==> src/rtl/toy_sequencer.sv <==
// ============================================================================
// Module   : toy_sequencer
// Brief    : Multi-cycle FETCH/DECODE/MEM/EXEC control sequencer with
//            ready handshake and wait timeout for the toy accumulator CPU.
// Revision : 1.0 - initial release
// ============================================================================
`default_nettype none

module toy_sequencer #(
    parameter int TIMEOUT = 15
) (
    input  logic       clk,
    input  logic       rst_n,
    input  logic       run,
    input  logic [3:0] opcode,
    input  logic       mem_ready,
    input  logic       carry,
    input  logic       zero,
    output logic       imem_rd,
    output logic       ir_ld,
    output logic [1:0] src_pc,
    output logic [2:0] alu_op,
    output logic       wr_t,
    output logic       wr_a,
    output logic       src_a,
    output logic       wr_dmem,
    output logic       rd_dmem,
    output logic       src_adr,
    output logic       src_data,
    output logic       halted,
    output logic       fault
);

    typedef enum logic [2:0] {
        S_IDLE   = 3'd0,
        S_FETCH  = 3'd1,
        S_DECODE = 3'd2,
        S_MEM    = 3'd3,
        S_EXEC   = 3'd4,
        S_HALT   = 3'd5
    } state_t;

    localparam logic [7:0] c_wait_limit = 8'(TIMEOUT - 1);

    localparam logic [3:0] c_op_jmp = 4'b0000;
    localparam logic [3:0] c_op_adc = 4'b0001;
    localparam logic [3:0] c_op_xor = 4'b0010;
    localparam logic [3:0] c_op_sbr = 4'b0011;
    localparam logic [3:0] c_op_ror = 4'b0100;
    localparam logic [3:0] c_op_tat = 4'b0101;
    localparam logic [3:0] c_op_or  = 4'b0110;
    localparam logic [3:0] c_op_hlt = 4'b0111;
    localparam logic [3:0] c_op_and = 4'b1000;
    localparam logic [3:0] c_op_ldc = 4'b1001;
    localparam logic [3:0] c_op_bcc = 4'b1010;
    localparam logic [3:0] c_op_bne = 4'b1011;
    localparam logic [3:0] c_op_ldi = 4'b1100;
    localparam logic [3:0] c_op_stt = 4'b1101;
    localparam logic [3:0] c_op_lda = 4'b1110;
    localparam logic [3:0] c_op_sta = 4'b1111;

    localparam logic [1:0] c_pc_inc  = 2'b00;
    localparam logic [1:0] c_pc_vec  = 2'b01;
    localparam logic [1:0] c_pc_hold = 2'b10;

    state_t     r_state;
    state_t     w_state_next;
    logic [7:0] r_wait_cnt;
    logic       r_fault;
    logic       w_timeout;
    logic       w_is_rd;
    logic       w_is_wr;
    logic       w_waiting;

    always_comb begin
        w_is_rd = 1'b0;
        w_is_wr = 1'b0;
        case (opcode)
            c_op_adc, c_op_xor, c_op_sbr, c_op_or,
            c_op_and, c_op_ldc, c_op_lda, c_op_ldi: w_is_rd = 1'b1;
            c_op_stt, c_op_sta:                     w_is_wr = 1'b1;
            default: ;
        endcase
    end

    assign w_waiting = ((r_state == S_FETCH) || (r_state == S_MEM)) && !mem_ready;

    always_ff @(posedge clk) begin
        if (!rst_n) begin
            r_state    <= S_IDLE;
            r_wait_cnt <= 8'd0;
            r_fault    <= 1'b0;
        end else begin
            r_state <= w_state_next;
            // Any state change restarts the count, so FETCH/MEM always start at 0.
            if (w_state_next != r_state)
                r_wait_cnt <= 8'd0;
            else if (w_waiting)
                r_wait_cnt <= r_wait_cnt + 8'd1;
            if (w_timeout)
                r_fault <= 1'b1;
        end
    end

    always_comb begin
        w_state_next = r_state;
        w_timeout    = 1'b0;
        imem_rd      = 1'b0;
        ir_ld        = 1'b0;
        src_pc       = c_pc_hold;
        alu_op       = 3'b000;
        wr_t         = 1'b0;
        wr_a         = 1'b0;
        src_a        = 1'b0;
        wr_dmem      = 1'b0;
        rd_dmem      = 1'b0;
        src_adr      = 1'b0;
        src_data     = 1'b0;
        halted       = 1'b0;

        case (r_state)
            S_IDLE: begin
                if (run)
                    w_state_next = S_FETCH;
            end
            S_FETCH: begin
                imem_rd = 1'b1;
                if (mem_ready) begin
                    ir_ld        = 1'b1;
                    w_state_next = S_DECODE;
                end else if (r_wait_cnt == c_wait_limit) begin
                    w_timeout    = 1'b1;
                    w_state_next = S_HALT;
                end
            end
            S_DECODE: begin
                if (opcode == c_op_hlt)
                    w_state_next = S_HALT;
                else if (w_is_rd || w_is_wr)
                    w_state_next = S_MEM;
                else
                    w_state_next = S_EXEC;
            end
            S_MEM: begin
                if (w_is_wr) begin
                    wr_dmem  = 1'b1;
                    src_adr  = (opcode == c_op_stt);
                    src_data = (opcode == c_op_stt);
                end else begin
                    rd_dmem = 1'b1;
                    // LDI is the only indirect load: address comes from T.
                    src_adr = (opcode == c_op_ldi);
                end
                if (mem_ready) begin
                    w_state_next = S_EXEC;
                end else if (r_wait_cnt == c_wait_limit) begin
                    w_timeout    = 1'b1;
                    w_state_next = S_HALT;
                end
            end
            S_EXEC: begin
                w_state_next = S_FETCH;
                src_pc       = c_pc_inc;
                case (opcode)
                    c_op_adc: begin alu_op = 3'b000; wr_a = 1'b1; end
                    c_op_sbr: begin alu_op = 3'b001; wr_a = 1'b1; end
                    c_op_ror: begin alu_op = 3'b100; wr_a = 1'b1; end
                    c_op_xor: begin alu_op = 3'b101; wr_a = 1'b1; end
                    c_op_or:  begin alu_op = 3'b110; wr_a = 1'b1; end
                    c_op_and: begin alu_op = 3'b111; wr_a = 1'b1; end
                    c_op_ldc, c_op_lda, c_op_ldi: begin
                        wr_a  = 1'b1;
                        src_a = 1'b1;
                    end
                    c_op_tat: wr_t = 1'b1;
                    c_op_stt: begin src_adr = 1'b1; src_data = 1'b1; end
                    c_op_jmp: src_pc = c_pc_vec;
                    c_op_bcc: src_pc = carry ? c_pc_inc : c_pc_vec;
                    c_op_bne: src_pc = zero  ? c_pc_inc : c_pc_vec;
                    default: ;
                endcase
            end
            S_HALT: begin
                halted = 1'b1;
            end
            default: begin
                w_state_next = S_IDLE;
            end
        endcase
    end

    assign fault = r_fault;

endmodule

`default_nettype wire

==> config.mk <==
export PLATFORM = sky130hd
export DESIGN_NAME = toy_sequencer
export DESIGN_NICKNAME = d
export VERILOG_FILES = /design/src/rtl/toy_sequencer.sv
export SDC_FILE = /design/constraint.sdc
export NUM_CORES = 1
export LEC_CHECK = 0
export CORE_MARGIN = 5
export CORE_UTILIZATION = 48
export CTS_BUF_LIST = sky130_fd_sc_hd__clkbuf_4 sky130_fd_sc_hd__clkbuf_8
export CTS_CLUSTER_SIZE = 10
export DETAILED_ROUTE_END_ITERATION = 10
export PLACE_DENSITY_LB_ADDON = 0.12
export SLEW_MARGIN = 20
export SYNTH_ARGS = -nofsm -noshare
export SYNTH_HDL_FRONTEND = slang
export SYNTH_SLANG_ARGS = --single-unit
==> constraint.sdc <==
create_clock -name clk -period 3.8 [get_ports clk]
set_clock_uncertainty 0.1 [all_clocks]
set_input_delay 0.76 -clock clk [delete_from_list [all_inputs] [get_ports clk]]
set_output_delay 0.76 -clock clk [all_outputs]
set_load 0.01 [all_outputs]
==> metrics.log <==
[metrics] status: finished clean
[metrics] leakage power of the design: 0.000448 uW
[metrics] clock-pin slew of the registers on the worst-case setup and hold paths: 0.07 ns
[metrics] global-route wire length before repair: 3960 um
[metrics] routability-driven placement congestion ratio: 0.763
[metrics] Post-DRT Antenna Nets: 0
[metrics] Synth warnings: 0
[metrics] required time at the endpoint of the critical path: 2.94 ns
[metrics] number of synthesized register bits: 12
[metrics] Critical Path Sink Type: output port
[metrics] proportion of synthesized flip-flops having asynchronous set or reset: 0%
[metrics] worst slew slack as a fraction of its limit: 67.6%
[metrics] global routing usage on met3: 4.87%
[metrics] total I/O pin count: 26
[metrics] floorplan die height: 55.7 um
[metrics] smallest hold slack: 0.367 ns
[metrics] CTS Sinks: 12
[metrics] Synthesized Nets: 135
[metrics] final net count: 158
[metrics] most used routing layer: met2
[metrics] CP Data Arrival Time: 2.61 ns
[metrics] mean cell area of the mapped netlist: 8.16 sq um
[metrics] number of library cell types mapped by synthesis: 47
[metrics] worst slack at placement: 0.345 ns
[metrics] Period Utilization, post-route: 91.3%
[metrics] overall global routing resource usage: 15.1%
[metrics] Post-synth EDFFs: 0
[metrics] share of the yosys chip area belonging to registers: 23.9%
[metrics] layout cells sized above 1: 10.3%
[metrics] post-place instance area: 1250 sq um
[metrics] drt wl/cell: 12.8 um
[metrics] final critical delay including setup and external delays: 3.47 ns
[metrics] critical-path maximum fanout: 11
[metrics] number of buffers inserted by port buffering: 25
[metrics] startpoint types: input pin
[metrics] register area: 240 sq um
[metrics] Setup TNS: 0 ns
[metrics] number of placement rows: 16
[metrics] post-detail-place hpwl: 1710 um
[metrics] full die area: 3100 sq um
[metrics] first-pass detailed-route iteration total: 4
[metrics] Finish-stage setup viols: 0
[metrics] Netlist Area Pre-Place: 1000 sq um
[metrics] area added between synthesis and finish: 28.2%
[metrics] Clock Latency Late Sink: 0.27 ns
[metrics] count of buffers added by post-CTS timing repair for setup: 0
[metrics] post-layout worst setup margin: 0.329 ns
[metrics] GRT met2 Usage: 24.3%
[metrics] Layout Utilization: 64.9%
[metrics] Min-Delay Path Class: reg2reg
[metrics] setup repair after global routing missed its margin: false
[metrics] total number of H-tree levels: 1
[metrics] Main synth FF type: dfxtp_1
[metrics] worst setup path class: in2out
[metrics] clock root buffer master: clkbuf_4
[metrics] TritonCTS clock tree: yes
[metrics] diode count: 0
[metrics] area of combinational cells with multiple inputs: 703 sq um
[metrics] Design Area, Final: 1290 sq um
[metrics] number of filler instances in the final layout: 182
[metrics] Max Transition Viols Final: 0
[metrics] Mapped Cells: 123
[metrics] antenna violations before repair: 0
[metrics] DRC violations left: 0
[metrics] Peak supply drop: 0.239 mV
[metrics] power per cell area: 236 nW/um^2
[metrics] largest net degree at the start of global routing: 16
[metrics] cells resized by post-CTS repair: 0
[metrics] slew at the pin with the worst max-slew slack: 0.484 ns
[metrics] number of vias per cell: 5.40
[metrics] total number of vias: 928
[metrics] GRT Residual Overflow: 0
[metrics] Final Hold Violating Endpoints: 0
[metrics] initial cell density of the core: 50.6%
[metrics] maximum clock path buffer count: 2
[metrics] vias in the first global route: 887
[metrics] Inserted Clock Buffers: 3
[metrics] max-capacitance violation count: 0
[metrics] routed wire length: 2210 um
[metrics] Max Clk Rate: 288 MHz
[metrics] overall die width: 55.7 um
[metrics] count of hold-fix buffers inserted at cts: 0
[metrics] met1 track demand over resource: 19.6%
[metrics] Initial DRC Count: 14
[metrics] Core Region: 1980 sq um
==> flip-flops by register name, indices dropped and copies added (netlist names) <==
signal and flops:
r_wait_cnt 8, r_state 3, fault 1
==> per-layer routing <==
| layer | up-vias | routed length [um] |
|---|---|---|
| li1 | 494 | - |
| met1 | 418 | 1040 |
| met2 | 16 | 1060 |
| met3 | 0 | 105 |
| met4 | 0 | 0 |
| met5 | - | 0 |
==> logic make-up after synthesis <==
| family | Yosys count | share of synthesized area (%) |
|---|---|---|
| adders and majority gates | 2 | 2.49 |
| xor gates and xnor gates | 8 | 6.98 |
| AOI/OAI and AO/OA | 24 | 19.5 |
| and+or+nand+nor | 62 | 38.2 |
| muxes | 3 | 2.99 |
| DFF | 12 | 23.9 |
| buffers and inverters | 12 | 5.98 |
==> cells in the mapped netlist (4+ instances only) <==
master,instances,area [sq um]
dfxtp_1,12,240
nand2_1,9,33.8
nor2_1,11,41.3
a21oi_1,7,35.0
xor2_1,4,35.0
nor3_1,6,30.0
xnor2_1,4,35.0
nand4_1,4,25.0
nor4_1,6,37.5
inv_1,4,15.0
==> power by group <==
| part | switching [uW] | total, uW | internal, uW |
|---|---|---|---|
| combinational | 38.7 | 70.6 | 31.8 |
| clock | 40.5 | 98.7 | 58.2 |
| sequential | 6.39 | 135 | 128 |
| total | 85.6 | 304 | 218 |
==> cells in the final DEF (no fill, tap or decap), types with 2 or more instances in the layout <==
| cell type | instances |
|---|---|
| clkdlybuf4s50_1 | 25 |
| dfxtp_1 | 12 |
| nor2_1 | 11 |
| nand2_1 | 9 |
| a21oi_1 | 7 |
| nor3_1 | 6 |
| nor4_1 | 6 |
| inv_1 | 4 |
| xor2_1 | 4 |
| xnor2_1 | 4 |
| nand4_1 | 4 |
| mux2i_1 | 3 |
| nand3_1 | 3 |
| clkbuf_4 | 3 |
| or2_1 | 2 |
| nand3b_1 | 2 |
| nor3b_2 | 2 |
| nor2b_1 | 2 |
| nor3b_1 | 2 |
| o211ai_1 | 2 |
| o211a_1 | 2 |
| or3_1 | 2 |
| nor3_4 | 2 |
| nor4_2 | 2 |
| ha_1 | 2 |
==> through the flow <==
stage	cells	power [uW]
2_1_floorplan	123	186
5_1_grt	172	323
4_1_cts	172	307
3_3_place_gp	168	207
6_report	172	304
3_5_place_dp	168	208
==> worst paths after layout <==
kind              start       endpoint  slack, ns  cells past startpoint
max           opcode[1]           wr_a       0.33                      6
min               fault          fault       0.37                      1
max reg2reg  r_state[1]  r_wait_cnt[2]       1.90                      4
min reg2reg       fault          fault       0.37                      1
==> area by class of cell <==
cell class / instances / area share (%)
multi-input cells: 99 / 54.7
repair buffers: 26 / 20.0
flip-flops and latches: 12 / 18.7
clock buffers: 4 / 2.82
well taps: 27 / 2.63
inverters: 4 / 1.17
==> worst max-delay path, stage by stage <==
cell	delay, ns
clkdlybuf4s50_1	0.59
or2_1	0.34
nor2_1	0.14
a21oi_1	0.06
o2111a_1	0.24
clkdlybuf4s50_1	0.48
(Power assumes the default switching activity.)
